**src/rtl/serial_adder.sv**
```systemverilog
// -----------------------------------------------------------------------------
// serial_adder
//   Bit-serial adder: computes {cout, sum} = a + b + cin one bit per clock,
//   LSB first, through a single full-adder slice with a registered carry.
//   A start pulse in IDLE captures the operands. WIDTH edges later the result
//   is published together with a one-cycle done pulse.
//
// Parameters
//   WIDTH  operand / sum width in bits (1..32)
//
// Ports
//   clk    in   system clock, rising edge active
//   rst    in   asynchronous active-high reset
//   start  in   request a new addition (sampled only while idle)
//   a, b   in   WIDTH-bit operands, captured on the accepted start edge
//   cin    in   carry-in, captured on the accepted start edge
//   busy   out  high while an addition is in progress
//   done   out  one-cycle pulse, sum/cout valid
//   sum    out  WIDTH-bit result, held until the next run completes
//   cout   out  final carry-out, held with sum
// -----------------------------------------------------------------------------
module serial_adder #(
    parameter int WIDTH = 8
) (
    input  logic             clk,
    input  logic             rst,
    input  logic             start,
    input  logic [WIDTH-1:0] a,
    input  logic [WIDTH-1:0] b,
    input  logic             cin,
    output logic             busy,
    output logic             done,
    output logic [WIDTH-1:0] sum,
    output logic             cout
);

    // Counter must be able to hold WIDTH (its value after the last edge).
    localparam int CW = $clog2(WIDTH + 1);
    localparam logic [CW-1:0] LAST_BIT = CW'(WIDTH - 1);

    typedef enum logic [0:0] {
        ST_IDLE = 1'b0,
        ST_RUN  = 1'b1
    } state_t;

    // Carry out of a full-adder slice.
    function automatic logic fa_majority(input logic x, input logic y, input logic z);
        return (x & y) | (x & z) | (y & z);
    endfunction

    state_t           state_q,  state_d;
    logic [WIDTH-1:0] a_sr_q,   a_sr_d;
    logic [WIDTH-1:0] b_sr_q,   b_sr_d;
    logic [WIDTH-1:0] res_sr_q, res_sr_d;
    logic             carry_q,  carry_d;
    logic [CW-1:0]    cnt_q,    cnt_d;
    logic             busy_q,   busy_d;
    logic             done_q,   done_d;
    logic [WIDTH-1:0] sum_q,    sum_d;
    logic             cout_q,   cout_d;

    logic             bit_s;
    logic             carry_s;
    logic [WIDTH-1:0] res_shift_s;

    // Full-adder slice on the current LSBs and the registered carry.
    assign bit_s   = a_sr_q[0] ^ b_sr_q[0] ^ carry_q;
    assign carry_s = fa_majority(a_sr_q[0], b_sr_q[0], carry_q);

    // New sum bit enters at the MSB; written as a widened shift so that
    // WIDTH=1 needs no empty part-select.
    assign res_shift_s = WIDTH'({bit_s, res_sr_q} >> 1'b1);

    // Next-state and datapath update logic.
    always_comb begin
        state_d  = state_q;
        a_sr_d   = a_sr_q;
        b_sr_d   = b_sr_q;
        res_sr_d = res_sr_q;
        carry_d  = carry_q;
        cnt_d    = cnt_q;
        busy_d   = busy_q;
        done_d   = 1'b0;
        sum_d    = sum_q;
        cout_d   = cout_q;

        case (state_q)
            ST_IDLE: begin
                if (start) begin
                    state_d  = ST_RUN;
                    a_sr_d   = a;
                    b_sr_d   = b;
                    carry_d  = cin;
                    cnt_d    = CW'(0);
                    busy_d   = 1'b1;
                end else begin
                    state_d  = ST_IDLE;
                end
            end
            ST_RUN: begin
                // start is deliberately not looked at here: runs cannot be restarted.
                a_sr_d   = a_sr_q >> 1'b1;
                b_sr_d   = b_sr_q >> 1'b1;
                res_sr_d = res_shift_s;
                carry_d  = carry_s;
                cnt_d    = cnt_q + CW'(1);
                if (cnt_q == LAST_BIT) begin
                    state_d = ST_IDLE;
                    sum_d   = res_shift_s;
                    cout_d  = carry_s;
                    done_d  = 1'b1;
                    busy_d  = 1'b0;
                end else begin
                    state_d = ST_RUN;
                end
            end
            default: begin
                state_d = ST_IDLE;
                busy_d  = 1'b0;
            end
        endcase
    end

    // State and datapath registers with asynchronous clear.
    always_ff @(posedge clk or posedge rst) begin
        if (rst) begin
            state_q  <= ST_IDLE;
            a_sr_q   <= '0;
            b_sr_q   <= '0;
            res_sr_q <= '0;
            carry_q  <= 1'b0;
            cnt_q    <= '0;
            busy_q   <= 1'b0;
            done_q   <= 1'b0;
            sum_q    <= '0;
            cout_q   <= 1'b0;
        end else begin
            state_q  <= state_d;
            a_sr_q   <= a_sr_d;
            b_sr_q   <= b_sr_d;
            res_sr_q <= res_sr_d;
            carry_q  <= carry_d;
            cnt_q    <= cnt_d;
            busy_q   <= busy_d;
            done_q   <= done_d;
            sum_q    <= sum_d;
            cout_q   <= cout_d;
        end
    end

    assign busy = busy_q;
    assign done = done_q;
    assign sum  = sum_q;
    assign cout = cout_q;

endmodule
```
**config.mk**
```make
export PLATFORM = sky130hd
export DESIGN_NAME = serial_adder
export DESIGN_NICKNAME = d
export VERILOG_FILES = /design/src/rtl/serial_adder.sv
export SDC_FILE = /design/constraint.sdc
export NUM_CORES = 1
export LEC_CHECK = 0
export CAP_MARGIN = 25
export CORE_MARGIN = 5
export CORE_UTILIZATION = 30
export DETAILED_ROUTE_END_ITERATION = 6
export SLEW_MARGIN = 30
export SYNTH_ARGS = -nofsm -noshare
export SYNTH_HDL_FRONTEND = slang
export SYNTH_SLANG_ARGS = --single-unit
```
**constraint.sdc**
```tcl
create_clock -name clk -period 1.55 [get_ports clk]
set_input_delay 0.2325 -clock clk [delete_from_list [all_inputs] [get_ports clk]]
set_output_delay 0.2325 -clock clk [all_outputs]
set_load 0.01 [all_outputs]
```
==> metrics.md <==
| Metric | Value |
|---|---|
| Initial antenna violation count | 0 |
| Arr. time, crit path | 1.19 ns |
| Total grt overflow | 0 |
| Gr usage total | 8.96% |
| Outcome | finished, final reports clean |
| CTS Buf Count | 5 |
| Mapped cell area | 1710 um2 |
| Syn_nets | 153 |
| Antenna violation net count after detailed routing | 0 |
| Setup CP Type | reg -> out |
| Post-Synthesis Cells | 131 |
| Max Slew Vio Count | 0 |
| Initial core utilization | 30.9% |
| Main combinational cell family by area after synthesis | multiplexers |
| CTS tree | yes |
| Setup crit end kind | output pin |
| Seq/Total Area, Yosys | 58.4% |
| Maximum clock frequency | 705 MHz |
| Peak supply drop | 686 uV |
| Final RePlAce weighted congestion | 0.722 |
| Die X | 85.6 um |
| Required time worst endpoint | 1.32 ns |
| First-pass GRT wire length | 5380 um |
| Sequential share of power | 45.3% |
| Yosys warning count | 0 |
| DRT iter0 DRCs | 33 |
| MaxCap Viol Count | 0 |
| Reg2reg setup slack | 0.13 ns |
| Hold Path Class | in -> async |
| Worst slew margin | 81.3% |
| Fillcell total | 532 |
| Critical Path Source Type | flop |
| Via/cell ratio | 4.45 |
| Most common cell after layout, fill and taps aside | dfrtp_1 |
| Post-synthesis adder-cell area fraction | 1.90% |
| Comb pwr share | 36.5% |
| Register clock-pin slew on the reported worst setup and hold paths | 0.08 ns |
| Hold-fix buffers at CTS | 0 |
| RSZ-0062 raised after global routing | no |
| Period minus WS final | 1.42 ns |
| Final Cycle Share | 91.5% |
| Clock sinks | 40 |
| Area fraction in compound gates after synthesis | 5.77% |
| Worst skew pair latency | 0.28 ns |
| Ports | 31 |
| Worst-path maximum fanout | 2 |
| Vias in the first global route | 1,165 |
| Sw power | 1.16 mW |
| Row Count | 27 |
| Clock power share | 18.2% |
| Setup violations, final | 0 |
| Post-route insts no fill | 238 |
| Setup TNS Final | 0 ns |
| Clk_skew | 0.00802 ns |
| Largest net degree at the start of global routing | 41 |
| Critical-path top delay cell | clkdlybuf4s50_1 |
| Pre-Repair DR Iteration Count | 2 |
| Reg2reg start | cnt_q[0]$_DFFE_PP0P_ |
| Pleak | 1.06 nW |
| Pwr/cell area | 1720 nW/um2 |
| Crit-path max cell delay | 0.54 ns |
| DRC viols | 0 |
| I/O Buffers | 30 |
| Post-synthesis simple-gate area fraction | 7.38% |
| Most frequent cells in the layout | dfrtp_1 (40), clkdlybuf4s50_1 (30), mux2i_1 (18) |
| Reg2reg end | sum[0]$_DFFE_PP0P_ |
| Drt wl/cell | 12.6 um |
| Distinct cells, synth | 21 |
| Half-perimeter wire length after detailed placement | 2160 um |
| Nets | 187 |
| CTS resizes | 0 |
| Layout cells sized above 1 | 17.5% |
| Die height | 85.6 um |
| Syn Area/Cell | 13.1 um2 |
| CTS root buffer | clkbuf_8 |
| Mux cell area share after synthesis | 22.8% |
| Sw Ratio | 30.5% |
| Xor/xnor share of the synthesized area | 0.511% |
| Post-CTS Setup Inserts | 0 |
| Placed cell count | 230 |
| Core ar. | 5540 um2 |
| Htree depth | 2 |
| Least-Margin Pin Slew | 0.280 ns |
| Layout area overhead | 28.9% |
| Diodes inserted | 0 |
| Die area | 7320 um2 |
| R2r worst-path depth | 3 |
| CP cell instances | clkdlybuf4s50_1 |
| CP top delay family | buffers and inverters |
| Pint | 2.65 mW |
| #FFs+latches synth | 40 |
| Final Hold Viols | 0 |
| Max clock buf depth | 2 |
| CP Buf/Inv Count | 1 |
| Via count | 1,058 |
| Routed Wire Length | 3000 um |
==> cells by family after synthesis <==
logic type                 Yosys count
DFF                                 40
muxes                               34
and+or+nand+nor                     26
AOI/OAI and AO/OA                   18
buffers and inverters               10
adders and majority gates            2
xor gates and xnor gates             1
==> cell type report <==
cell class	count	area, um2	area share [%]
multi-input combinational	81	657	29.7
sequential	40	1000	45.3
timing repair buffer	35	363	16.4
tap	72	90.1	4.08
clock buffer	8	90.1	4.08
inverter	2	7.51	0.340
==> state kept, by name (all words and copies together) (netlist names) <==
register,cells
sum,8
cout,1
a_sr_q,8
busy,1
state_q,1
b_sr_q,8
carry_q,1
res_sr_q,7
done,1
cnt_q,4
==> worst max-delay path by stage <==
| stage | end | cells past startpoint | slack, ns | start |
|---|---|---|---|---|
| floorplan | cout$_DFFE_PP0P_ | 4 | 0.24 | cnt_q[0]$_DFFE_PP0P_ |
| global route | sum[5]$_DFFE_PP0P_ | 3 | 0.05 | cnt_q[0]$_DFFE_PP0P_ |
| detailed placement | sum[2]$_DFFE_PP0P_ | 3 | 0.13 | cnt_q[0]$_DFFE_PP0P_ |
| finish | cout | 1 | 0.13 | cout$_DFFE_PP0P_ |
| global placement | cnt_q[2]$_DFFE_PP0P_ | 4 | 0.17 | start |
| CTS | sum[1] | 1 | 0.11 | sum[1]$_DFFE_PP0P_ |
==> synth_stat cells, drive strengths merged <==
cell type	number	area (um2)
fa	1	20.0
a22o	2	18.8
o21ai	16	80.1
xor2	1	8.76
mux2i	18	180
inv	2	7.51
nand3	1	5.00
nand2b	2	12.5
ha	1	12.5
nand2	17	63.8
buf	5	36.3
mux2	16	210
dfrtp	40	1000
nand4	1	6.26
clkbuf	3	11.3
nand4b	1	23.8
nor2	4	15.0
==> metrics by stage <==
stage / hold slack (ns) / setup WS [ns] / util (%) / area [um2] / total power [mW]
3_3_place_gp: 0.460 / 0.169 / 38.2 / 2120 / 3.10
4_1_cts: 0.319 / 0.109 / 39.9 / 2210 / 3.87
6_report: 0.310 / 0.131 / 39.9 / 2210 / 3.81
2_1_floorplan: 0.389 / 0.235 / - / 1710 / 2.66
3_5_place_dp: 0.469 / 0.133 / 38.2 / 2120 / 3.17
5_1_grt: 0.358 / 0.0508 / 39.9 / 2210 / 4.10
==> routing by layer <==
| metal | vias to the layer above | track usage [%] | part of all wire, % |
|---|---|---|---|
| li1 | 515 | - | - |
| met1 | 514 | 11.0 | 45 |
| met2 | 27 | 15.1 | 49 |
| met3 | 2 | 3.36 | 6.5 |
| met4 | 0 | 1.73 | 0.13 |
| met5 | - | 0 | 0 |
==> power groups by stage <==
stage / sequential [mW] / combinational [mW] / clock [mW]
finish: 1.73 / 1.39 / 0.692
global route: 1.79 / 1.55 / 0.766
CTS: 1.73 / 1.41 / 0.727
detailed placement: 1.75 / 1.41 / 0
global placement: 1.73 / 1.37 / 0
floorplan: 1.73 / 0.938 / 0
Power figures use the tool's default switching activity.
